[src/rtl/keypad_digit_capture_pkg.sv]
// Shared definitions for the keypad capture front end: key FSM states,
// entry positions, per-position digit limits and the BCD helper.
package watch_pkg;

  localparam int DIGIT_W = 4;

  typedef enum logic [1:0] {
    IDLE     = 2'd0,
    DEBOUNCE = 2'd1,
    HELD     = 2'd2,
    RELEASE  = 2'd3
  } key_state_e;

  localparam logic [2:0] POS_H_TEN = 3'd0;
  localparam logic [2:0] POS_H_ONE = 3'd1;
  localparam logic [2:0] POS_M_TEN = 3'd2;
  localparam logic [2:0] POS_M_ONE = 3'd3;
  localparam logic [2:0] POS_S_TEN = 3'd4;
  localparam logic [2:0] POS_S_ONE = 3'd5;

  localparam logic [DIGIT_W-1:0] H_TEN_MAX       = 4'd2;
  localparam logic [DIGIT_W-1:0] H_ONE_MAX_AT_20 = 4'd3;
  localparam logic [DIGIT_W-1:0] MS_TEN_MAX      = 4'd5;

  // Index of the highest set key; callers only use it on one-hot vectors.
  function automatic logic [DIGIT_W-1:0] key_to_bcd(input logic [9:0] k);
    logic [DIGIT_W-1:0] r;
    r = '0;
    for (int i = 0; i < 10; i++) begin
      if (k[i]) r = DIGIT_W'(i);
    end
    return r;
  endfunction

endpackage

[src/rtl/keypad_digit_capture_sync.sv]
// Two-flop synchroniser for raw asynchronous inputs, cleared by reset.
module sync_2ff #(
  parameter int WIDTH = 1
) (
  input  logic             clk,
  input  logic             rst,
  input  logic [WIDTH-1:0] d,
  output logic [WIDTH-1:0] q
);

  logic [WIDTH-1:0] meta;

  // Two back-to-back flops; q is the metastability-filtered copy of d.
  always_ff @(posedge clk) begin
    if (rst) begin
      meta <= '0;
      q    <= '0;
    end else begin
      meta <= d;
      q    <= meta;
    end
  end

endmodule

[src/rtl/keypad_digit_capture.sv]
// Keypad digit capture: synchronises and debounces the 10-key pad and the
// set button, emits one BCD digit strobe per clean press and tracks the
// HH:MM:SS entry position. Define KEYPAD_RANGE_CHECK_EN to reject digits
// that cannot form a valid time at their entry position.
module keypad_digit_capture
  import watch_pkg::*;
#(
  parameter int DEBOUNCE_CYC = 20,
  parameter int NUM_DIGITS   = 6
) (
  input  logic               clk,
  input  logic               rst,
  input  logic [9:0]         key_in,
  input  logic               set_btn,
  output logic [DIGIT_W-1:0] digit,
  output logic               digit_valid,
  output logic [2:0]         digit_idx,
  output logic               entry_active,
  output logic               entry_done,
  output logic               set_pulse,
  output logic               key_error
);

  localparam int CNT_W = $clog2(DEBOUNCE_CYC + 1);
  localparam logic [CNT_W-1:0] KEY_LAST = CNT_W'(DEBOUNCE_CYC - 1);
  // The set path counts one extra sample so its latency matches the key
  // path, which spends one cycle in IDLE latching the key before counting.
  localparam logic [CNT_W-1:0] SET_LAST = CNT_W'(DEBOUNCE_CYC);
  localparam logic [2:0] LAST_POS = 3'(NUM_DIGITS - 1);

  logic [9:0]         key_s;
  logic               set_s;
  key_state_e         key_state;
  logic [9:0]         key_q;
  logic [CNT_W-1:0]   key_cnt;
  logic               set_level;
  logic [CNT_W-1:0]   set_cnt;
  logic [2:0]         pos;
  logic               key_done;
  logic               key_onehot;
  logic               accept;
  logic               multi_err;
  logic               set_fire;
  logic               legal;
  logic [DIGIT_W-1:0] bcd;

  sync_2ff #(.WIDTH(10)) u_key_sync (
    .clk (clk),
    .rst (rst),
    .d   (key_in),
    .q   (key_s)
  );

  sync_2ff #(.WIDTH(1)) u_set_sync (
    .clk (clk),
    .rst (rst),
    .d   (set_btn),
    .q   (set_s)
  );

  assign key_onehot = (key_q & (key_q - 10'd1)) == 10'd0;
  assign key_done   = (key_state == DEBOUNCE) && (key_s == key_q) && (key_cnt == KEY_LAST);
  assign accept     = key_done && key_onehot;
  assign multi_err  = key_done && !key_onehot;
  assign bcd        = key_to_bcd(key_q);
  assign set_fire   = set_s && !set_level && (set_cnt == SET_LAST);

`ifdef KEYPAD_RANGE_CHECK_EN
  logic [1:0] h_ten;

  // Per-position legality; the hours-unit limit depends on the stored h_ten.
  always_comb begin
    legal = 1'b1;
    case (pos)
      POS_H_TEN: legal = (bcd <= H_TEN_MAX);
      POS_H_ONE: legal = (h_ten == 2'd2) ? (bcd <= H_ONE_MAX_AT_20) : 1'b1;
      POS_M_TEN: legal = (bcd <= MS_TEN_MAX);
      POS_S_TEN: legal = (bcd <= MS_TEN_MAX);
      default:   legal = 1'b1;
    endcase
  end

  // Remember the accepted tens-of-hours digit for the next position's limit.
  always_ff @(posedge clk) begin
    if (rst) begin
      h_ten <= 2'd0;
    end else if (!set_fire && accept && entry_active && legal && pos == POS_H_TEN) begin
      h_ten <= bcd[1:0];
    end
  end
`else
  assign legal = 1'b1;
`endif

  // Key FSM: one event per press, full debounce on both press and release.
  always_ff @(posedge clk) begin
    if (rst) begin
      key_state <= IDLE;
      key_q     <= '0;
      key_cnt   <= '0;
    end else begin
      case (key_state)
        IDLE: begin
          if (key_s != '0) begin
            key_q     <= key_s;
            key_cnt   <= '0;
            key_state <= DEBOUNCE;
          end
        end
        DEBOUNCE: begin
          if (key_s != key_q)          key_state <= IDLE;
          else if (key_cnt == KEY_LAST) key_state <= HELD;
          else                         key_cnt   <= key_cnt + 1'b1;
        end
        HELD: begin
          if (key_s == '0) begin
            key_cnt   <= '0;
            key_state <= RELEASE;
          end
        end
        default: begin
          if (key_s != '0)              key_state <= HELD;
          else if (key_cnt == KEY_LAST) key_state <= IDLE;
          else                          key_cnt   <= key_cnt + 1'b1;
        end
      endcase
    end
  end

  // Set button debouncer: the level only flips after a stable run of samples.
  always_ff @(posedge clk) begin
    if (rst) begin
      set_level <= 1'b0;
      set_cnt   <= '0;
    end else if (set_s == set_level) begin
      set_cnt <= '0;
    end else if (set_cnt == SET_LAST) begin
      set_level <= set_s;
      set_cnt   <= '0;
    end else begin
      set_cnt <= set_cnt + 1'b1;
    end
  end

  // Output strobes and entry tracking; set wins over a same-cycle accept.
  // digit_idx follows pos one cycle late so the strobe shows its own slot.
  always_ff @(posedge clk) begin
    if (rst) begin
      digit        <= '0;
      digit_valid  <= 1'b0;
      digit_idx    <= 3'd0;
      pos          <= 3'd0;
      entry_active <= 1'b1;
      entry_done   <= 1'b0;
      set_pulse    <= 1'b0;
      key_error    <= 1'b0;
    end else begin
      digit_valid <= 1'b0;
      entry_done  <= 1'b0;
      set_pulse   <= 1'b0;
      key_error   <= multi_err || (accept && entry_active && !legal);
      digit_idx   <= pos;
      if (set_fire) begin
        set_pulse    <= 1'b1;
        pos          <= 3'd0;
        digit_idx    <= 3'd0;
        entry_active <= 1'b1;
      end else if (accept && entry_active && legal) begin
        digit       <= bcd;
        digit_valid <= 1'b1;
        if (pos >= LAST_POS) begin
          pos          <= 3'd0;
          entry_done   <= 1'b1;
          entry_active <= 1'b0;
        end else begin
          pos <= pos + 3'd1;
        end
      end
    end
  end

endmodule

[config.mk]
export PLATFORM = sky130hd
export DESIGN_NAME = keypad_digit_capture
export DESIGN_NICKNAME = d
export VERILOG_FILES = /design/src/rtl/keypad_digit_capture_pkg.sv /design/src/rtl/keypad_digit_capture_sync.sv /design/src/rtl/keypad_digit_capture.sv
export SDC_FILE = /design/constraint.sdc
export NUM_CORES = 1
export LEC_CHECK = 0
export CAP_MARGIN = 10
export CORE_MARGIN = 3
export CORE_UTILIZATION = 55
export CTS_CLUSTER_DIAMETER = 100
export DETAILED_ROUTE_END_ITERATION = 6
export PLACE_DENSITY = 0.77
export SLEW_MARGIN = 40
export SYNTH_ARGS = -nofsm -noshare
export SYNTH_HDL_FRONTEND = slang
export SYNTH_SLANG_ARGS = --single-unit
[constraint.sdc]
create_clock -name clk -period 5.3 [get_ports clk]
set_input_delay 0.53 -clock clk [delete_from_list [all_inputs] [get_ports clk]]
set_output_delay 0.53 -clock clk [all_outputs]
set_load 0.02 [all_outputs]
# == Yosys cells after proc, flatten, opt, wreduce, memory -nomap -nowiden ==
# Cells that the tools add are included.
# op_classes
order_cmp,1
n_reduce_logical,23
bitwise_logic,4
addsub,4
eq_ne,12
muxes,26
# ops
operator,count
two-way mux 5 bit,5
logical NOT 10 bit,2
two-way mux 2 bit,8
two-way mux 4 bit,4
one-hot mux 5 bit (3 select lines),1
adder 5 x 1 -> 5 bit (second input constant),2
AND 10 bit,1
equality test 10 bit,1
equality test 5 bit (second input constant),2
!= test 10 bit,1
nonzero test 10 bit,1
subtractor 10 x 1 -> 10 bit (second input constant),1
two-way mux 3 bit,3
AND reduction 2 bit,4
AND reduction 4 bit,2
logical AND 1 bit,7
!= test 2 bit (second input constant),3
one-hot mux 2 bit (3 select lines),1
OR reduction 3 bit,2
two-way mux 1 bit,4
!= test 4 x 2 -> 1 bit (second input constant),1
nonzero test 4 bit,1
adder 3 x 1 -> 3 bit (second input constant),1
>= comparator 3 bit (second input constant),1
8 further kinds,11
# totals
wordCells,87
output_inout_bits,12
regBits,60

# == Longest topological paths before layout ==
# logic_depth
word_depth,9
mapped_depth,9
ltp_nobuf,8

# == Modules after synthesis ==
# From an unflattened synthesis, not the netlist that was laid out.
# unflattened
cells_unflattened,280
area_unflattened_um2,2696.3
# modules_own_cells
module,seq_area_each_um2,instances,cells_each,area_per_inst_um2
keypad_digit_capture,760.7,1,234,2025.7
sync_2ff (u_key_sync),400.4,1,42,618.1
sync_2ff (u_set_sync),40.0,1,4,52.6

# == Worst setup path after synthesis ==
# Ideal clock, no wire load.
# synth_timing
path_kind,flip-flop to flip-flop
from,reg key_q[8]
to,reg pos[0]
period_less_slack_ns,2.068
path_stages_with_launch,7
slack_ns,3.232
path_buffers,1
t_arrival_ns,1.947
required_ns,5.179
cell_sequence,dfxtp_1 buf_4 a211o_2 a2111oi_4 o32ai_2 nor3_2 mux2_2
# synth_via
elab_chain_cells,5
elab_cells_between_ends,8
classes_between,1 x add/sub; 1 x eq/ne; 1 x bitwise; 5 x reduce/logical
# synth_rtl
item,line_no,source
start: declaration,keypad_digit_capture.sv:34,logic [9:0] key_q;
start signal: assignment,keypad_digit_capture.sv:105,key_q <= key_s;
subtractor 10 x 1 -> 10 bit or equality test 10 bit (tied branches),"keypad_digit_capture.sv:61, keypad_digit_capture.sv:62",
AND 10 bit or logical AND 1 bit (tied branches),"keypad_digit_capture.sv:61, keypad_digit_capture.sv:62",
logical NOT 10 bit or logical AND 1 bit (tied branches),"keypad_digit_capture.sv:61, keypad_digit_capture.sv:62",
logical AND 1 bit (*),keypad_digit_capture.sv:63,assign accept = key_done && key_onehot;
logical AND 1 bit (*),keypad_digit_capture.sv:168,end else if (accept && entry_active && legal) begin
end signal: assignment,keypad_digit_capture.sv:176,pos <= pos + 3'd1;
end: declaration,keypad_digit_capture.sv:38,logic [2:0] pos;
# Mark *: on every way between the ends. The rest lies on a longest branch, timed or not.
# A chain may end at the register's enable or synchronous reset.

# == Final worst setup path ==
# layout_timing
from,reg key_q[8]
to,reg pos[1]
# Same word-level chain as after synthesis.

==> key figures <==
Logic synthesis
  • Yosys reg bits: 60
  • Cells after synthesis: 283
  • Dominant cells by area after synthesis: dfxtp_1 (45%), nor2b_1 (5.5%), ha_1 (4.7%)
  • Post-synth top area cell: dfxtp_1
  • Mapped Area: 2640 um2
  • Post-synth top cells: dfxtp_1 (60), nor2_1 (29), nand2_1 (23), nor2b_1 (23), a21oi_1 (14)
  • Register area share after synthesis: 45.5%
  • Synth cell types: 58
  • EDFF count, synth: 0
  • Most common flop cell mapped by yosys: dfxtp_1
  • Count leader, synth: dfxtp_1
  • Share of flip-flops with an asynchronous set or reset: 0%
  • Post-synthesis net count: 306
  • Area fraction of the dominant cell type after synthesis: 45.5%
  • Yosys warnings: 0
  • Syn_area_per_cell: 9.33 um2

Route
  • Routed vias: 2027
  • Vias per cell: 5.65
  • DRT Pass-1 Iters: 4
  • DRC Markers: 0
  • ANT nets after route: 0
  • Wire per inst: 13.6 um
  • Total Routed Length: 4.89 mm
  • DR iter-0 viols: 151

Power
  • Power, Total: 1.03 mW
  • Cell Pwr Density: 335 nW/um2
  • Worst vdd ir: 0.000215 V
  • P_leak: 1.20 nW

Timing
  • Slew Viols, Final: 0
  • Final worst-path cycle share: 44.7%
  • Final worst setup slack: 2930 ps
  • Setup_tns: 0 ps
  • Min Tclk post-route: 2370 ps
  • FMAX: 422 MHz
  • Final Skew: 5.73 ps
  • Endpoints failing setup: 0
  • Final hold viol count: 0
  • Worst rel slew slack: 53.0%
  • Fin Hold WS: 436 ps
  • Worst-margin pin slew: 687 ps
  • RSZ-0062 raised after global routing: no

CTS
  • CTS Hold Buffers Added: 0
  • H-tree depth: 3
  • Worst skew pair latency: 330 ps
  • CTS sink count: 60
  • Worst-path clk slew: 60 ps
  • CTS Buf Count: 9
  • CTS tree: yes
  • CTS Buffer Depth: 2
  • Setup bufs post-CTS: 0
  • Root Buffer Master: clkbuf_8
  • CTS resizes: 0

Floorplanning
  • Die width: 75.3 um
  • Starting Density: 58.6%
  • IO Pins: 25
  • Die H: 75.3 um
  • Core region area: 4500 um2
  • Row count: 24
  • Die ar.: 5670 um2

GRT
  • Initial antenna violation count: 0
  • Pin count of the biggest net entering global routing: 56
  • GR Overflow Total: 0
  • Number of global-route vias before repair: 1815
  • First-pass GRT wire length: 8.07 mm
  • Gr usage total: 18.9%

Cells and area
  • Final Util: 68.0%
  • Ratio of cells with drive above 1 in the final layout: 9.77%
  • Final nets: 328
  • Sequential Area: 1200 um2
  • Synthesis-to-layout area growth: 16.1%
  • # diodes: 0
  • Area of the multi-input gates: 1330 um2
  • Filler cell count: 375

Worst setup path
  • R2R Setup Slk: 2930 ps
  • Top delay family on crit path: simple AND/OR/NAND/NOR gates
  • WP data arrival: 2590 ps
  • Crit Path Max Fanout: 8
  • WP data required: 5520 ps
  • Slowest CP cell: nor4_1
  • Worst-path cell chain: xor2_1 > nor4_1 > nand4_1 > nor3_2 > mux2_2
  • WS Path Type: register to register
  • Worst setup SP type: register
  • Crit end category: register
  • CP max stage delay: 520 ps
  • CP Buf/Inv Count: 0

Hold path
  • Worst min path class: register to register

Place
  • PortBufs: 24
  • Final GP Congestion: 0.870
  • Hpwl dp: 3.43 mm
  • Worst slack at placement: 2950 ps

Flow run
  • Max-cap check violation count: 0

Status
  • Status: completed
==> where the power goes <==
part	switching, mW	internal (mW)
combinational	0.0903	0.0659
sequential	0.0191	0.468
clock	0.162	0.220
==> metrics by stage <==
step / instances / area (um2)
after floorplan: 283 / 2640
after global placement: 346 / 2890
after detailed placement: 346 / 2890
after CTS: 359 / 3060
after global routing: 359 / 3060
final: 359 / 3060
==> cells by family after synthesis <==
group	after synthesis	share of synthesized area, %
mux	5	1.99
fa+ha+maj	11	5.12
buf+inv	25	4.08
compound gates	44	12.5
simple gates	125	26.5
flops	60	45.5
xor+xnor	13	4.31
==> worst register-to-register path: cells and delay by family, from the launching register on <==
family / cells / cell delay [ps]
and+or+nand+nor: 3 / 1290
DFF: 1 / 470
muxes: 1 / 380
xor gates and xnor gates: 1 / 130
==> routing by layer <==
metal,share of wire [%],global-route usage [%]
met5,0,0
met4,2.1,10.7
met3,4.6,5.47
met2,46,28.0
met1,48,24.6
==> flip-flops by register name, indices dropped and copies added, names as in the netlist <==
| signal | count |
|---|---|
| digit | 4 |
| digit_idx | 3 |
| digit_valid | 1 |
| entry_active | 1 |
| entry_done | 1 |
| key_cnt | 5 |
| key_error | 1 |
| key_q | 10 |
| key_state | 2 |
| pos | 3 |
| set_cnt | 5 |
| set_level | 1 |
| set_pulse | 1 |
| u_key_sync.meta | 10 |
| u_key_sync.q | 10 |
| u_set_sync.meta | 1 |
| u_set_sync.q | 1 |
==> final timing paths <==
path / startpoint / end / cells after the start
setup reg to reg: key_q[8]$_SDFFE_PP0P_ / pos[1]$_SDFFE_PP0P_ / 5
hold reg to reg: u_key_sync.meta[6]$_SDFF_PP0_ / u_key_sync.q[6]$_SDFF_PP0_ / 1
hold / removal: u_key_sync.meta[6]$_SDFF_PP0_ / u_key_sync.q[6]$_SDFF_PP0_ / 1
setup / recovery: key_q[8]$_SDFFE_PP0P_ / pos[1]$_SDFFE_PP0P_ / 5
==> cell usage in the layout, fill, tap and decap left out, drive strengths merged, types with 2 or more instances in the layout <==
| cell | n |
|---|---|
| a2111oi | 2 |
| a211o | 2 |
| a21oi | 14 |
| a22oi | 2 |
| a31oi | 2 |
| and2 | 3 |
| and3 | 2 |
| clkbuf | 10 |
| clkdlybuf4s50 | 24 |
| clkinv | 2 |
| dfxtp | 60 |
| ha | 10 |
| inv | 11 |
| mux2 | 2 |
| mux2i | 3 |
| nand2 | 23 |
| nand2b | 4 |
| nand3 | 5 |
| nand4 | 2 |
| nand4b | 2 |
| nor2 | 29 |
| nor2b | 23 |
| nor3 | 8 |
| nor4 | 9 |
| o211ai | 2 |
| o21ai | 3 |
| o22ai | 5 |
| o2bb2ai | 2 |
| or3 | 4 |
| or4 | 3 |
| xor2 | 12 |
==> final cells by class <==
class	count	share of cell area, %
Sequential cell	60	39.2
Multi-Input combinational cell	198	43.4
Clock buffer	10	4.49
Tap cell	52	2.12
Timing Repair Buffer	25	8.08
Inverter	11	1.35
Clock inverter	3	1.31
Note: power is estimated with default switching activity, not from simulation.
